## config.mk

```make
export PLATFORM = sky130hd
export DESIGN_NAME = match_event_logger
export DESIGN_NICKNAME = d
export VERILOG_FILES = /design/src/rtl/match_event_logger.sv
export SDC_FILE = /design/constraint.sdc
export NUM_CORES = 1
export LEC_CHECK = 0
export ABC_AREA = 1
export CORE_MARGIN = 10
export CORE_UTILIZATION = 36
export DETAILED_ROUTE_END_ITERATION = 6
export DONT_BUFFER_PORTS = 1
export PLACE_DENSITY = 0.52
export SLEW_MARGIN = 0
export SYNTH_ARGS = -nofsm -noshare
export SYNTH_HDL_FRONTEND = slang
export SYNTH_SLANG_ARGS = --single-unit
export TNS_END_PERCENT = 5
```

## constraint.sdc

```tcl
create_clock -name clk_i -period 2.25 [get_ports clk_i]
set_input_delay 0.675 -clock clk_i [delete_from_list [all_inputs] [get_ports clk_i]]
set_output_delay 0.675 -clock clk_i [all_outputs]
set_load 0.05 [all_outputs]
```

## src/rtl/match_event_logger.sv

```systemverilog
// Logs the stream index of every qualified 1011 match into a small FWFT FIFO,
// with a saturating match count, sticky overflow and an interrupt level.
module match_event_logger #(
  parameter int POS_W = 16,
  parameter int DEPTH = 4,
  parameter int CNT_W = 8
) (
  input  logic             clk_i,
  input  logic             rst_n_i,
  input  logic             clr_i,
  input  logic             bit_vld_i,
  input  logic             match_i,
  input  logic             pop_i,
  output logic             evt_vld_o,
  output logic [POS_W-1:0] evt_pos_o,
  output logic [CNT_W-1:0] evt_cnt_o,
  output logic             ovf_o,
  output logic             irq_o
);

  localparam int PTR_W = $clog2(DEPTH);
  localparam int OCC_W = $clog2(DEPTH + 1);
  localparam logic [OCC_W-1:0] FULL = OCC_W'(DEPTH);
  localparam logic [OCC_W-1:0] HALF = OCC_W'(DEPTH / 2);

  logic [POS_W-1:0] pos;
  logic [POS_W-1:0] mem [DEPTH];
  logic [PTR_W-1:0] wptr;
  logic [PTR_W-1:0] rptr;
  logic [OCC_W-1:0] occ;
  logic [CNT_W-1:0] cnt;
  logic             ovf;

  logic qual;
  logic empty;
  logic full;
  logic do_pop;
  logic do_push;
  logic drop;

  // A pop on a full FIFO frees the slot the same-cycle push needs.
  always_comb begin
    qual    = bit_vld_i & match_i;
    empty   = (occ == '0);
    full    = (occ == FULL);
    do_pop  = pop_i & ~empty;
    do_push = qual & (~full | do_pop);
    drop    = qual & full & ~do_pop;
  end

  always_ff @(posedge clk_i or negedge rst_n_i) begin
    if (!rst_n_i) begin
      pos  <= '0;
      wptr <= '0;
      rptr <= '0;
      occ  <= '0;
      cnt  <= '0;
      ovf  <= 1'b0;
      for (int i = 0; i < DEPTH; i++) mem[i] <= '0;
    end else if (clr_i) begin
      pos  <= '0;
      wptr <= '0;
      rptr <= '0;
      occ  <= '0;
      cnt  <= '0;
      ovf  <= 1'b0;
      for (int i = 0; i < DEPTH; i++) mem[i] <= '0;
    end else begin
      if (bit_vld_i) pos <= pos + POS_W'(1);
      if (do_push) begin
        mem[wptr] <= pos;
        wptr      <= wptr + PTR_W'(1);
      end
      if (do_pop) rptr <= rptr + PTR_W'(1);
      unique case ({do_push, do_pop})
        2'b10:   occ <= occ + OCC_W'(1);
        2'b01:   occ <= occ - OCC_W'(1);
        default: occ <= occ;
      endcase
      if (qual && cnt != '1) cnt <= cnt + CNT_W'(1);
      if (drop) ovf <= 1'b1;
    end
  end

  always_comb begin
    evt_vld_o = ~empty;
    evt_pos_o = empty ? '0 : mem[rptr];
    evt_cnt_o = cnt;
    ovf_o     = ovf;
    irq_o     = ovf | (occ >= HALF);
  end

endmodule
```

==> reports/summary.txt <==
======================================================================================
Result of the run ....................................................... finished, violations left
Failing checks .......................................................... setup timing
Global-route wire length before repair ..................................    21,800 um
Cell type with the highest aggregate area in the netlist ................      dfrtp_1
Routed wire length ......................................................    14,000 um
Number of distinct standard cells referenced by the synthesized netlist .           39
Cell depth of the worst setup path ......................................            6
Clock tree sinks ........................................................           96
Areal power density over the cells ......................................   883 nW/um2
Tot GR Track Use ........................................................        13.8%
M2 GR Usage .............................................................        23.0%
Area share of the largest cell type after synthesis .....................        47.0%
Count of buffers from port buffering ....................................            0
Part of the power in the clock network ..................................        29.8%
Comb power frac .........................................................        37.0%
Number of warnings issued by yosys ......................................            0
Peak per-stage delay on the critical path ...............................      0.43 ns
Dominant cell type by count on the critical path ........................       buf_12
Startpoint of the worst setup timing path ...............................      rptr[0]
Worst min path class .................................................... input pin to async pin
Relative area change from synthesis to final layout .....................        21.1%
Type of element capturing the critical path .............................   output pin
Startpoint kind of the worst setup timing path ..........................         flop
Root buf cell ...........................................................    clkbuf_16
Number of placement rows ................................................           43
Chain of cells forming the critical path ................................ inv_2 -> buf_12 -> a21oi_1 -> o21ai_1 -> a21oi_2 -> buf_12
Reg-to-reg startpoint ...................................................       occ[0]
Sequential group share of total power ...................................        33.2%
Leading cell types by total area after synthesis ........................ dfrtp_1 (47%), nand2_1 (9.0%), inv_1 (8.1%)
Final-report hold violation count .......................................            0
Antenna fix cells .......................................................            0
Synthesized area per cell ...............................................     8.05 um2
Register area share after synthesis .....................................        47.0%
Met3 Track Usage GR .....................................................        4.18%
Post-synthesis register bit count .......................................           96
Post-layout nets ........................................................          683
Netlist area before placement ...........................................     5110 um2
Clock slew seen by the registers of the worst setup and hold paths ......      0.07 ns
Worst Setup Path Type ................................................... flop to output pin
Buf/Inv on CP ...........................................................            3
Arr. time, crit path ....................................................      1.61 ns
Via count of the first global-routing pass ..............................        4,222
Number of DRC markers in iteration 0 ....................................          259
Fill cell instance count of the final layout ............................        1,381
Achievable frequency ....................................................      437 MHz
Number of antenna violations at the first check in global routing .......            0
Internal power of the cells .............................................    0.00346 W
Number of CTS-inserted buffers ..........................................            9
Max-Cap Viols ...........................................................            0
Fraction of the cycle the final worst path needs ........................         102%
Post-Place Setup Slack ..................................................     0.285 ns
Met1 Track Usage GR .....................................................        16.6%
Total nets after synthesis ..............................................          648
Detailed placer's ending HPWL ...........................................      8680 um
EDFF count, synth .......................................................            0
Worst rel slew slack ....................................................        35.6%
Post-DR vias/cell .......................................................         4.91
Endpoint of the most critical setup path ................................ evt_pos_o[14]
Share of final-layout standard cells stronger than drive strength 1 .....        19.0%
Summed area of non-filler cells in the final layout .....................     6190 um2
TritonCTS clock tree ....................................................          yes
Die height ..............................................................       139 um
Total Negative Setup Slacks .............................................    -0.192 ns
Routability cong. .......................................................        0.780
Async set-reset flop share out of synthesis .............................         100%
Standard cell area after detailed placement .............................     5650 um2
Peak supply drop ........................................................   0.000422 V
Maximum count of clock buffers along a single path ......................            2
# setup viols final .....................................................           13
Die Wd ..................................................................       139 um
Core Area ...............................................................   13,900 um2
Final critical-path setup slack .........................................   -0.0367 ns
Internal reg-to-reg setup slack .........................................      0.41 ns
Reg2Reg Depth ...........................................................           11
Num ports ...............................................................           33
Leading cell type by number of instances after synthesis ................      nand2_1
Setup clock skew after layout ...........................................   0.00734 ns
Initial cell density of the core ........................................        36.8%
Reg2reg end .............................................................       occ[2]
Full die area ...........................................................   19,400 um2
Maximum fanout along the worst path .....................................           22
CP max stage cell .......................................................      dfrtp_2
Largest net degree at the start of global routing .......................           87
H-tree Lvls .............................................................            3
Net switching share of the total power ..................................        36.6%
Routed vias .............................................................        4,199
Synth Instances .........................................................          635
Total iterations of the first detailed-routing run ......................            5
Worst Path Required .....................................................      1.57 ns
Setup repair after global routing missed its margin .....................          yes
Power spent charging and discharging nets ...............................    0.00200 W
Pins Over Slew Limit ....................................................            0
Grt peak-use layer ......................................................         met2
DRC violation count after routing .......................................            0
Cell family with the largest share of critical-path delay ...............   flip-flops
Insertion delay of the later-clocked pin in the worst-skew pair .........      0.36 ns
Routed wirelength normalized by instance count ..........................      16.3 um
Clock period minus worst slack ..........................................      2.29 ns
Leftover overflow at the end of global routing ..........................            0
Main flop type after synthesis ..........................................      dfrtp_1
Number of nets with antenna violations after detailed routing ...........            0
Leading cell types by count after synthesis ............................. nand2_1 (122), inv_1 (110), dfrtp_1 (96)
Worst slew pin tran .....................................................     0.964 ns
Standby leakage power ...................................................      2.70 nW
======================================================================================
==> flip-flops by register name, indices dropped and copies added (netlist names) <==
register,count
evt_cnt_o,8
mem,64
occ,3
ovf_o,1
pos,16
rptr,2
wptr,2
==> worst min path at each step <==
| stage | slack (ns) | from | to | cells past startpoint |
|---|---|---|---|---|
| after CTS | 0.002 | rst_n_i | evt_cnt_o[3] | 0 |
| final | 0.12 | rst_n_i | evt_cnt_o[3] | 1 |
| after floorplan | 0.38 | rst_n_i | evt_cnt_o[0] | 0 |
| after global routing | 0.11 | rst_n_i | occ[2] | 1 |
| after detailed placement | 0.39 | rst_n_i | ovf_o | 0 |
| after global placement | 0.39 | rst_n_i | occ[2] | 0 |
==> worst reg2reg max path, cell delays in order (launching register included) <==
cell	delay, ns
dfrtp_2	0.42
nor2_4	0.15
nand2_4	0.09
nand3_1	0.11
inv_1	0.08
fa_1	0.39
xnor2_1	0.20
inv_1	0.06
nand2_1	0.06
nand2_1	0.05
nand3_1	0.07
nand2_1	0.06
==> cell usage in the layout (no fill, tap or decap), drive strengths merged <==
cell type / netlist / layout
nand2: 125 / 125
inv: 111 / 112
o21ai: 111 / 111
dfrtp: 96 / 96
a21oi: 62 / 62
nor2: 52 / 52
buf: 19 / 46
nand3: 21 / 21
clkbuf: 7 / 13
nand4: 7 / 7
ha: 6 / 6
nor3: 5 / 5
a31oi: 3 / 3
dlygate4sd3: 0 / 3
clkinv: 2 / 3
o31ai: 1 / 1
a2bb2oi: 1 / 1
a211oi: 1 / 1
xnor2: 1 / 1
xor2: 1 / 1
nand3b: 1 / 1
or2: 1 / 1
fa: 1 / 1
bufinv: 0 / 1
clkinvlp: 0 / 1
==> final cells by class <==
class | count | area, um2 | area share (%)
Timing Repair Buffer | 50 | 644 | 10.4
Multi-Input combinational cell | 400 | 2170 | 35.1
Inverter | 113 | 434 | 7.02
Tap cell | 180 | 225 | 3.64
Sequential cell | 96 | 2410 | 38.9
Clock buffer | 12 | 256 | 4.14
Clock inverter | 4 | 51.3 | 0.829
==> kinds of logic (layout without fill, tap and decap cells) <==
kind of cell | Yosys count | in the layout | synth area share (%)
xor+xnor | 2 | 2 | 0.343
flops | 96 | 96 | 47.0
compound gates | 179 | 179 | 19.9
fa+ha+maj | 7 | 7 | 1.86
buf+inv | 139 | 179 | 12.0
simple gates | 212 | 212 | 18.9
==> per-layer routing <==
metal / part of all wire, % / vias to the layer above
li1: - / 2094
met1: 44 / 2002
met2: 49 / 84
met3: 5.7 / 19
met4: 1.7 / 0
met5: 0 / -
==> power groups by stage <==
stage	Clock (W)	Combinational, W	Sequential, W
final	0.00163	0.00202	0.00182
after CTS	0.00166	0.00191	0.00181
after global placement	0	0.00166	0.00185
after floorplan	0	0.00106	0.00186
after detailed placement	0	0.00168	0.00186
after global routing	0.00174	0.00214	0.00182
==> metrics by stage <==
step	total power, W	hold WS [ns]	instances	util [%]
finish	0.00546	0.124	855	44.6
detailed placement	0.00354	0.386	827	40.7
CTS	0.00537	0.00198	849	43.6
floorplan	0.00292	0.379	635	-
global route	0.00569	0.112	855	44.6
global placement	0.00351	0.385	827	40.7
==> repair_timing <==
action,in CTS,in global routing
hold buffers,1,5
hold endpoints to repair,11,21
gates cloned,1,1
resized for setup,22,23
setup endpoints to repair,16,16
buffers inserted,4,0
pin swaps,9,12
Power figures use the tool's default switching activity.
